[src/rtl/fix_signmult_seq.sv]
// Sequential signed fixed-point multiplier: shift-add over operand magnitudes, then round-half-up and saturate.
// Optional early exit in CALC is enabled by defining FIX_SIGNMULT_EARLY_EXIT_EN.
module fix_signmult_seq #(
    parameter int INPUT_WIDTH  = 16,
    parameter int FRAC_BITS    = 8,
    parameter int OUTPUT_WIDTH = 16
) (
    input  logic                    clk,
    input  logic                    rst_n,
    input  logic                    in_valid,
    output logic                    in_ready,
    input  logic [INPUT_WIDTH-1:0]  multiplicand,
    input  logic [INPUT_WIDTH-1:0]  multiplier,
    output logic                    out_valid,
    input  logic                    out_ready,
    output logic [OUTPUT_WIDTH-1:0] result,
    output logic                    overflow,
    output logic                    busy
);

    localparam int AW     = 2 * INPUT_WIDTH;
    localparam int SW     = AW + 2;
    localparam int CW     = $clog2(INPUT_WIDTH + 1);
    localparam int RND_SH = (FRAC_BITS > 0) ? FRAC_BITS - 1 : 0;

    localparam logic signed [SW-1:0] RND   = (FRAC_BITS > 0) ? (SW'(1) << RND_SH) : SW'(0);
    localparam logic signed [SW-1:0] R_MAX = (SW'(1) << (OUTPUT_WIDTH - 1)) - SW'(1);
    localparam logic signed [SW-1:0] R_MIN = -(SW'(1) << (OUTPUT_WIDTH - 1));
    localparam logic [OUTPUT_WIDTH-1:0] SAT_MAX = {1'b0, {(OUTPUT_WIDTH-1){1'b1}}};
    localparam logic [OUTPUT_WIDTH-1:0] SAT_MIN = {1'b1, {(OUTPUT_WIDTH-1){1'b0}}};

    typedef enum logic [1:0] {
        IDLE = 2'd0,
        CALC = 2'd1,
        FIX  = 2'd2,
        DONE = 2'd3
    } state_t;

    state_t                   state_r;
    state_t                   state_s;
    logic [AW-1:0]            acc_r;
    logic [AW-1:0]            a_sh_r;
    logic [INPUT_WIDTH-1:0]   b_r;
    logic                     sign_r;
    logic [CW-1:0]            count_r;
    logic [INPUT_WIDTH-1:0]   a_mag_s;
    logic [INPUT_WIDTH-1:0]   b_mag_s;
    logic                     calc_last_s;
    logic                     skip_calc_s;
    logic [OUTPUT_WIDTH:0]    fix_s;
    logic                     in_ready_s;
    logic                     busy_s;
    logic                     out_valid_s;

    // Sign-apply, round half toward +inf, then clamp; returns {overflow, result}.
    function automatic logic [OUTPUT_WIDTH:0] round_sat(input logic neg, input logic [AW-1:0] mag);
        logic signed [SW-1:0]  p;
        logic signed [SW-1:0]  r;
        logic [OUTPUT_WIDTH:0] res;
        if (neg) begin
            p = -$signed({2'b00, mag});
        end else begin
            p = $signed({2'b00, mag});
        end
        r = (p + RND) >>> FRAC_BITS;
        if (r > R_MAX) begin
            res = {1'b1, SAT_MAX};
        end else if (r < R_MIN) begin
            res = {1'b1, SAT_MIN};
        end else begin
            res = {1'b0, r[OUTPUT_WIDTH-1:0]};
        end
        return res;
    endfunction

    // Operand magnitudes; negating the most negative value wraps to the exact unsigned 2^(W-1).
    always_comb begin
        a_mag_s = multiplicand;
        b_mag_s = multiplier;
        if (multiplicand[INPUT_WIDTH-1]) begin
            a_mag_s = ~multiplicand + INPUT_WIDTH'(1);
        end else begin
            a_mag_s = multiplicand;
        end
        if (multiplier[INPUT_WIDTH-1]) begin
            b_mag_s = ~multiplier + INPUT_WIDTH'(1);
        end else begin
            b_mag_s = multiplier;
        end
    end

    // Decide when the shift-add loop may stop.
    always_comb begin
        calc_last_s = 1'b0;
        skip_calc_s = 1'b0;
`ifdef FIX_SIGNMULT_EARLY_EXIT_EN
        calc_last_s = (count_r == CW'(INPUT_WIDTH - 1)) || (b_r[INPUT_WIDTH-1:1] == '0);
        skip_calc_s = (b_mag_s == '0);
`else
        calc_last_s = (count_r == CW'(INPUT_WIDTH - 1));
        skip_calc_s = 1'b0;
`endif
    end

    // State register.
    always_ff @(posedge clk or negedge rst_n) begin
        if (!rst_n) begin
            state_r <= IDLE;
        end else begin
            state_r <= state_s;
        end
    end

    // Next-state logic.
    always_comb begin
        state_s = state_r;
        case (state_r)
            IDLE: begin
                if (in_valid) begin
                    state_s = skip_calc_s ? FIX : CALC;
                end else begin
                    state_s = IDLE;
                end
            end
            CALC: begin
                if (calc_last_s) begin
                    state_s = FIX;
                end else begin
                    state_s = CALC;
                end
            end
            FIX:  state_s = DONE;
            DONE: begin
                if (out_ready) begin
                    state_s = IDLE;
                end else begin
                    state_s = DONE;
                end
            end
            default: state_s = IDLE;
        endcase
    end

    // Output decode from the next state so the handshake flags are registered alongside it.
    always_comb begin
        in_ready_s  = 1'b0;
        busy_s      = 1'b0;
        out_valid_s = 1'b0;
        case (state_s)
            IDLE:    in_ready_s  = 1'b1;
            CALC:    busy_s      = 1'b1;
            FIX:     busy_s      = 1'b1;
            DONE:    out_valid_s = 1'b1;
            default: in_ready_s  = 1'b0;
        endcase
    end

    // Shift-add datapath: operands are captured on accept and consumed one multiplier bit per cycle.
    always_ff @(posedge clk or negedge rst_n) begin
        if (!rst_n) begin
            acc_r   <= '0;
            a_sh_r  <= '0;
            b_r     <= '0;
            sign_r  <= 1'b0;
            count_r <= '0;
        end else if (state_r == IDLE && in_valid) begin
            acc_r   <= '0;
            a_sh_r  <= {{INPUT_WIDTH{1'b0}}, a_mag_s};
            b_r     <= b_mag_s;
            sign_r  <= multiplicand[INPUT_WIDTH-1] ^ multiplier[INPUT_WIDTH-1];
            count_r <= '0;
        end else if (state_r == CALC) begin
            if (b_r[0]) begin
                acc_r <= acc_r + a_sh_r;
            end else begin
                acc_r <= acc_r;
            end
            a_sh_r  <= a_sh_r << 1;
            b_r     <= b_r >> 1;
            count_r <= count_r + CW'(1);
        end else begin
            acc_r   <= acc_r;
            a_sh_r  <= a_sh_r;
            b_r     <= b_r;
            sign_r  <= sign_r;
            count_r <= count_r;
        end
    end

    assign fix_s = round_sat(sign_r, acc_r);

    // Registered outputs; result and overflow change only when leaving FIX.
    always_ff @(posedge clk or negedge rst_n) begin
        if (!rst_n) begin
            in_ready  <= 1'b1;
            busy      <= 1'b0;
            out_valid <= 1'b0;
            result    <= '0;
            overflow  <= 1'b0;
        end else begin
            in_ready  <= in_ready_s;
            busy      <= busy_s;
            out_valid <= out_valid_s;
            if (state_r == FIX) begin
                overflow <= fix_s[OUTPUT_WIDTH];
                result   <= fix_s[OUTPUT_WIDTH-1:0];
            end else begin
                overflow <= overflow;
                result   <= result;
            end
        end
    end

endmodule

[config.mk]
export PLATFORM = sky130hd
export DESIGN_NAME = fix_signmult_seq
export DESIGN_NICKNAME = d
export VERILOG_FILES = /design/src/rtl/fix_signmult_seq.sv
export SDC_FILE = /design/constraint.sdc
export NUM_CORES = 1
export LEC_CHECK = 0
export CORE_ASPECT_RATIO = 2
export CORE_MARGIN = 2
export CORE_UTILIZATION = 40
export CTS_CLUSTER_SIZE = 16
export DETAILED_ROUTE_END_ITERATION = 12
export SLEW_MARGIN = 10
export SYNTH_ARGS = -nofsm -noshare
export SYNTH_HDL_FRONTEND = slang
export SYNTH_SLANG_ARGS = --single-unit
[constraint.sdc]
create_clock -name clk -period 3.65 [get_ports clk]
set_input_delay 0.365 -clock clk [delete_from_list [all_inputs] [get_ports clk]]
set_output_delay 0.365 -clock clk [all_outputs]
set_load 0.05 [all_outputs]
# Yosys cells after proc, flatten, opt, wreduce, memory -nomap -nowiden

Cells that the tools add are included.

Register bits after elaboration: 108
Latch bits: 0
Memory bits (writable): 0
Memory bits (read-only): 0
Output and inout port bits: 20
Word-level logic and storage cells: 57
Memories: 0

Add/subtract/negate cells: 6
Multipliers: 0
Div/mod/pow operators: 0
Order comparisons: 2
Eq/ne operators: 7
Shift-type cells: 0
Mux-type cells: 21
Bitwise logic cells: 3
Reductions and logical operators: 7

Operator list:

| cell                                                                               | number |
|---|---|
| 32-bit two-way mux                                                                 | 5 |
| 16-bit two-way mux                                                                 | 4 |
| 34-bit by 9-bit adder with 34-bit output (second input constant)                   | 1 |
| 17-bit two-way mux                                                                 | 2 |
| 34-bit two-way mux                                                                 | 1 |
| 32-bit negation with 34-bit output                                                 | 1 |
| 16-bit by 1-bit adder with 16-bit output (second input constant)                   | 2 |
| 32-bit adder                                                                       | 1 |
| 16-bit NOT                                                                         | 2 |
| 26-bit by 16-bit greater-than comparator with 1-bit output (second input constant) | 1 |
| 26-bit by 16-bit less-than comparator with 1-bit output (second input constant)    | 1 |
| 5-bit two-way mux                                                                  | 2 |
| 2-bit == test (second input constant)                                              | 4 |
| 2-bit case mux with 4 select lines                                                 | 1 |
| 5-bit by 1-bit adder with 5-bit output (second input constant)                     | 1 |
| 5-bit by 4-bit == test with 1-bit output (second input constant)                   | 1 |
| 2-bit by 1-bit == test with 1-bit output (second input constant)                   | 2 |
| 2-bit logical NOT                                                                  | 2 |
| 1-bit two-way mux                                                                  | 4 |
| 2-bit two-way mux                                                                  | 2 |
| 2-bit nonzero test                                                                 | 2 |
| 2-bit AND reduction                                                                | 1 |
| 2-bit OR reduction                                                                 | 1 |
| 1-bit logical AND                                                                  | 1 |
| 1-bit XOR                                                                          | 1 |

# Longest topological paths before layout

Word-level depth: 6
Mapped depth: 18

# Worst setup path after synthesis

Ideal clock, no wire load.

Path type: register to register
Start: register sign_r
End: register result[7]
Setup time: 0.132 ns
Data arrival time: 3.783 ns
Required time: 3.518 ns
Slack: -0.265 ns
Stages on the path, launching flop included: 19
Period minus slack after synthesis: 3.915 ns
Path through: dfrtp_1 -> clkbuf_1 -> clkbuf_1 -> clkbuf_1 -> o21ai_0 -> xnor2_1 -> ha_1 -> and4b_1 -> nand4_1 -> o211ai_1 -> nand2_1 -> a21oi_2 -> nand4_1 -> xnor2_1 -> o41ai_1 -> a41oi_2 -> buf_4 -> o21ai_1 -> o21ai_1

Word-level cells in the longest chain between the ends: 5
Elaborated cells on any way between the ends: 6

RTL lines:

| item                                                    | line | text |
|---|---|---|
| from (decl)                                             | 44   | `logic sign_r;` |
| from (signal assigned)                                  | 170  | `sign_r <= multiplicand[INPUT_WIDTH-1] ^ multiplier[INPUT_WIDTH-1];` |
| from (signal assigned)                                  | 185  | `sign_r <= sign_r;` |
| 34-bit two-way mux (*)                                  | 60   | `if (neg) begin` |
| 34-bit by 9-bit adder with 34-bit output (*)            | 65   | `r = (p + RND) >>> FRAC_BITS;` |
| 26-bit by 16-bit less-than comparator with 1-bit output | 68   | `end else if (r < R_MIN) begin` |
| 17-bit two-way mux                                      | 68   |  |
| 17-bit two-way mux (*)                                  | 66   | `if (r > R_MAX) begin` |
| to (signal assigned)                                    | 206  | `result <= fix_s[OUTPUT_WIDTH-1:0];` |
| to (signal assigned)                                    | 209  | `result <= result;` |
| to (decl)                                               | 16   | `output logic [OUTPUT_WIDTH-1:0] result,` |

Every way passes the cells marked *; elsewhere a longest branch is shown, timed or not.
A chain may end at the register's enable or synchronous reset.

# Final worst setup path

Start: register acc_r[3]
End: register overflow

Word-level cells in the longest chain between the ends: 6
Elaborated cells on any way between the ends: 7

RTL lines:

| item                                                    | line | text |
|---|---|---|
| from (decl)                                             | 41   | `logic [AW-1:0] acc_r;` |
| from (signal assigned)                                  | 174  | `acc_r <= acc_r + a_sh_r;` |
| from (signal assigned)                                  | 176  | `acc_r <= acc_r;` |
| from (signal assigned)                                  | 182  | `acc_r <= acc_r;` |
| 32-bit negation with 34-bit output                      | 61   | `p = -$signed({2'b00, mag});` |
| 34-bit two-way mux (*)                                  | 60   |  |
| 34-bit by 9-bit adder with 34-bit output (*)            | 65   |  |
| 26-bit by 16-bit less-than comparator with 1-bit output | 68   |  |
| 17-bit two-way mux                                      | 68   |  |
| 17-bit two-way mux (*)                                  | 66   |  |
| to (signal assigned)                                    | 205  | `overflow <= fix_s[OUTPUT_WIDTH];` |
| to (signal assigned)                                    | 208  | `overflow <= overflow;` |
| to (decl)                                               | 17   | `output logic overflow,` |

Marks and branches as above.

==> results.cfg <==
[die]
ios = 56
core-area_sq_mm = 0.0194
initial_core_util_pct = 40.7
die_area_sq_mm = 0.0209
die_h_um = 203
die_w_um = 103
fp-row-count = 72

[grt]
grt_pass1_wl_um = 31900
grt_use_total_pct = 18.8
antenna_found_initial = 0
grt-ovfl-total = 0
grt_pass1_vias = 6955
grt_max_degree = 66

[cells_and_area]
finish.net_count = 1094
drive_above_1_share_pct = 12.0
fillers = 1910
area_delta_synth_final_pct = 18.7
post-route-util_pct = 48.4
n_antenna_cell = 0

[power]
p_int_uw = 4520
vdd_drop_max_mv = 0.722
p_per_area_mw_per_mm2 = 917
leakage_uw = 0.00396
seqPwrFrac_pct = 25.5
pwr-share-clk_pct = 11.4
power_frac_comb_pct = 63.1
p_switching_uw = 4070
sw_frac_of_total_pct = 47.4

[synth]
synth-edff-count = 0
synth_ff_type = dfrtp_1
yosys-top-cells-count = 157 x nand2_1, 107 x dfrtp_1, 93 x o21ai_0
ys_seq_area_share_pct = 34.3
netlist_area_sq_mm = 0.00789
ys_types = 78
synthArstFlopShare_pct = 100
synth_warnings = 0
post-synth-top-area-cell = dfrtp_1
synth_nets = 1024
syn_area_per_cell_sq_um = 8.32
postSynthCellCount = 949
synth_top_area_share_pct = 33.9
ys_ff_latch = 108
synth_most_common_cell = nand2_1
netlist_top_cells_area = dfrtp_1 34%, nand2_1 7.5%, xnor2_1 6.5%, ha_1 6.0%, o21ai_0 5.9%

[critical_path]
worstSetupEndpointType = flop
cp.arrival_ns = 3.74
critPathBufInv = 1
path_cells = or4_4, or3_4, o31ai_2, xor2_2, or2_2, o31ai_4, nand4_1, buf_4, o31a_1, nor2_1, o21ai_1
max_stage_delay_ns = 0.61
cp_max_fo = 8
crit_required_ns = 3.89
path_class = flop to flop
slowest_stage = or4_4
start_kind = flop
rrSetupSlack_ns = 0.15
cp_top_family = simple AND/OR/NAND/NOR gates

[drt]
wire_per_inst_um = 14.6
vias = 6899
drc = 0
viasPerCell = 5.38
drtAntennaViolNets = 0
wl_um = 18700
drtIter0Drc = 243
first_pass_iters = 4

[timing]
rsz0062_at_grt = true
fin_ws_ns = 0.151
fmax_ghz = 0.286
fin_skew_ns = 0.0108
slew_violations = 0
worstMarginPinSlew_ns = 0.997
finalSetupViolCount = 0
tns_ns = 0
finalCritPeriodShare_pct = 95.9
whs_ns = 0.100
slew_headroom_pct = 33.4
finalHoldViolCount = 0
min_period_ns = 3.50

[clock_tree]
cts_tree = yes
clockBufferDepth = 2
clk_pin_slew_worst_paths_ns = 0.07
cts.sink_count = 108
cts-root-buf = clkbuf_16
htree_levels = 3
cts_made_buffers = 9
clkLatencyLatePin_ns = 0.35
cts_hold_buf = 0

[min_path]
hp-class = input port to async pin

[placement]
place.gp.congestion = 0.826
hpwl_um = 14900
place_ws_ns = -0.00374
portBuffers = 55

[flow_run]
drv_cap = 0

[status]
status = complete, no violations
[placed cells by master (no fill, tap or decap), drive strengths merged, types with 8 or more instances in the layout]
cell	count
clkdlybuf4s50	54
nand3	24
nand2	157
a21o	17
nand4	13
a21oi	33
dfrtp	107
o21ai	123
o31ai	22
clkbuf	12
and3	8
a31oi	24
or3	10
a22oi	11
nor2	51
or4	9
ha	38
xor2	32
inv	21
xnor2	59
nor4	8
nor3	14
nor2b	9
buf	61
[power groups by stage]
stage	logic [uW]	registers, uW	clock network, uW
4_1_cts	5390	2190	1000
3_3_place_gp	5340	2200	0
6_report	5420	2190	980
3_5_place_dp	5370	2210	0
5_1_grt	6070	2280	1040
2_1_floorplan	3650	2400	0
[kinds of logic after synthesis]
group | Yosys count | synth area share, %
simple gates | 335 | 20.6
mux | 8 | 1.06
xor+xnor | 91 | 10.2
flops | 108 | 34.3
fa+ha+maj | 39 | 6.28
buf+inv | 76 | 3.80
compound gates | 292 | 23.8
[worst register-to-register path, delay by kind of cell (launching register included)]
kind	cells	cell delay (ns)
buf+inv	1	0.19
flops	1	0.44
xor+xnor	1	0.19
compound gates	4	0.85
simple gates	5	1.72
[metal layers]
layer | up-vias | track usage (%) | part of all wire, %
met5 | - | 0 | 0
met4 | 0 | 7.47 | 2.7
met3 | 32 | 1.48 | 1.5
met2 | 104 | 36.7 | 56
met1 | 3211 | 19.9 | 39
li1 | 3552 | - | -
[layout make-up]
class	instances	area, sq um	share of cell area [%]
clock buffers	12	236	2.52
clock inverters	4	51.3	0.547
inverters	20	75.1	0.801
multi-input cells	765	4960	52.9
flip-flops and latches	108	2710	28.9
well taps	259	324	3.46
repair buffers	115	1020	10.9
[sequential cells by signal, indices dropped and copies added (netlist names)]
name,cells
in_ready,1
result,16
overflow,1
sign_r,1
busy,1
state_r,2
a_sh_r,32
count_r,5
b_r,16
out_valid,1
acc_r,32
[repair_timing]
action	in CTS	in global routing
buffers inserted	1	5
hold endpoints to repair	0	0
pin swaps	1	6
gates resized for setup	1	19
endpoints found under the setup margin	4	16
[through the flow]
step | instances | total power [uW] | cell area (sq um)
floorplan | 949 | 6050 | 7900
global placement | 1261 | 7540 | 8970
detailed placement | 1261 | 7590 | 8970
CTS | 1278 | 8590 | 9280
global route | 1283 | 9390 | 9370
finish | 1283 | 8590 | 9370
[path summary, 6_finish.rpt]
check / startpoint / to / cells past startpoint
max in group asynchronous: rst_n / acc_r[22] / 2
min in group clk: result[3] / result[3] / 2
worst min register to register: result[3] / result[3] / 2
worst min-delay path: rst_n / a_sh_r[5] / 1
worst max register to register: acc_r[3] / overflow / 11
worst max-delay path: acc_r[3] / overflow / 11
(Power assumes the default switching activity.)
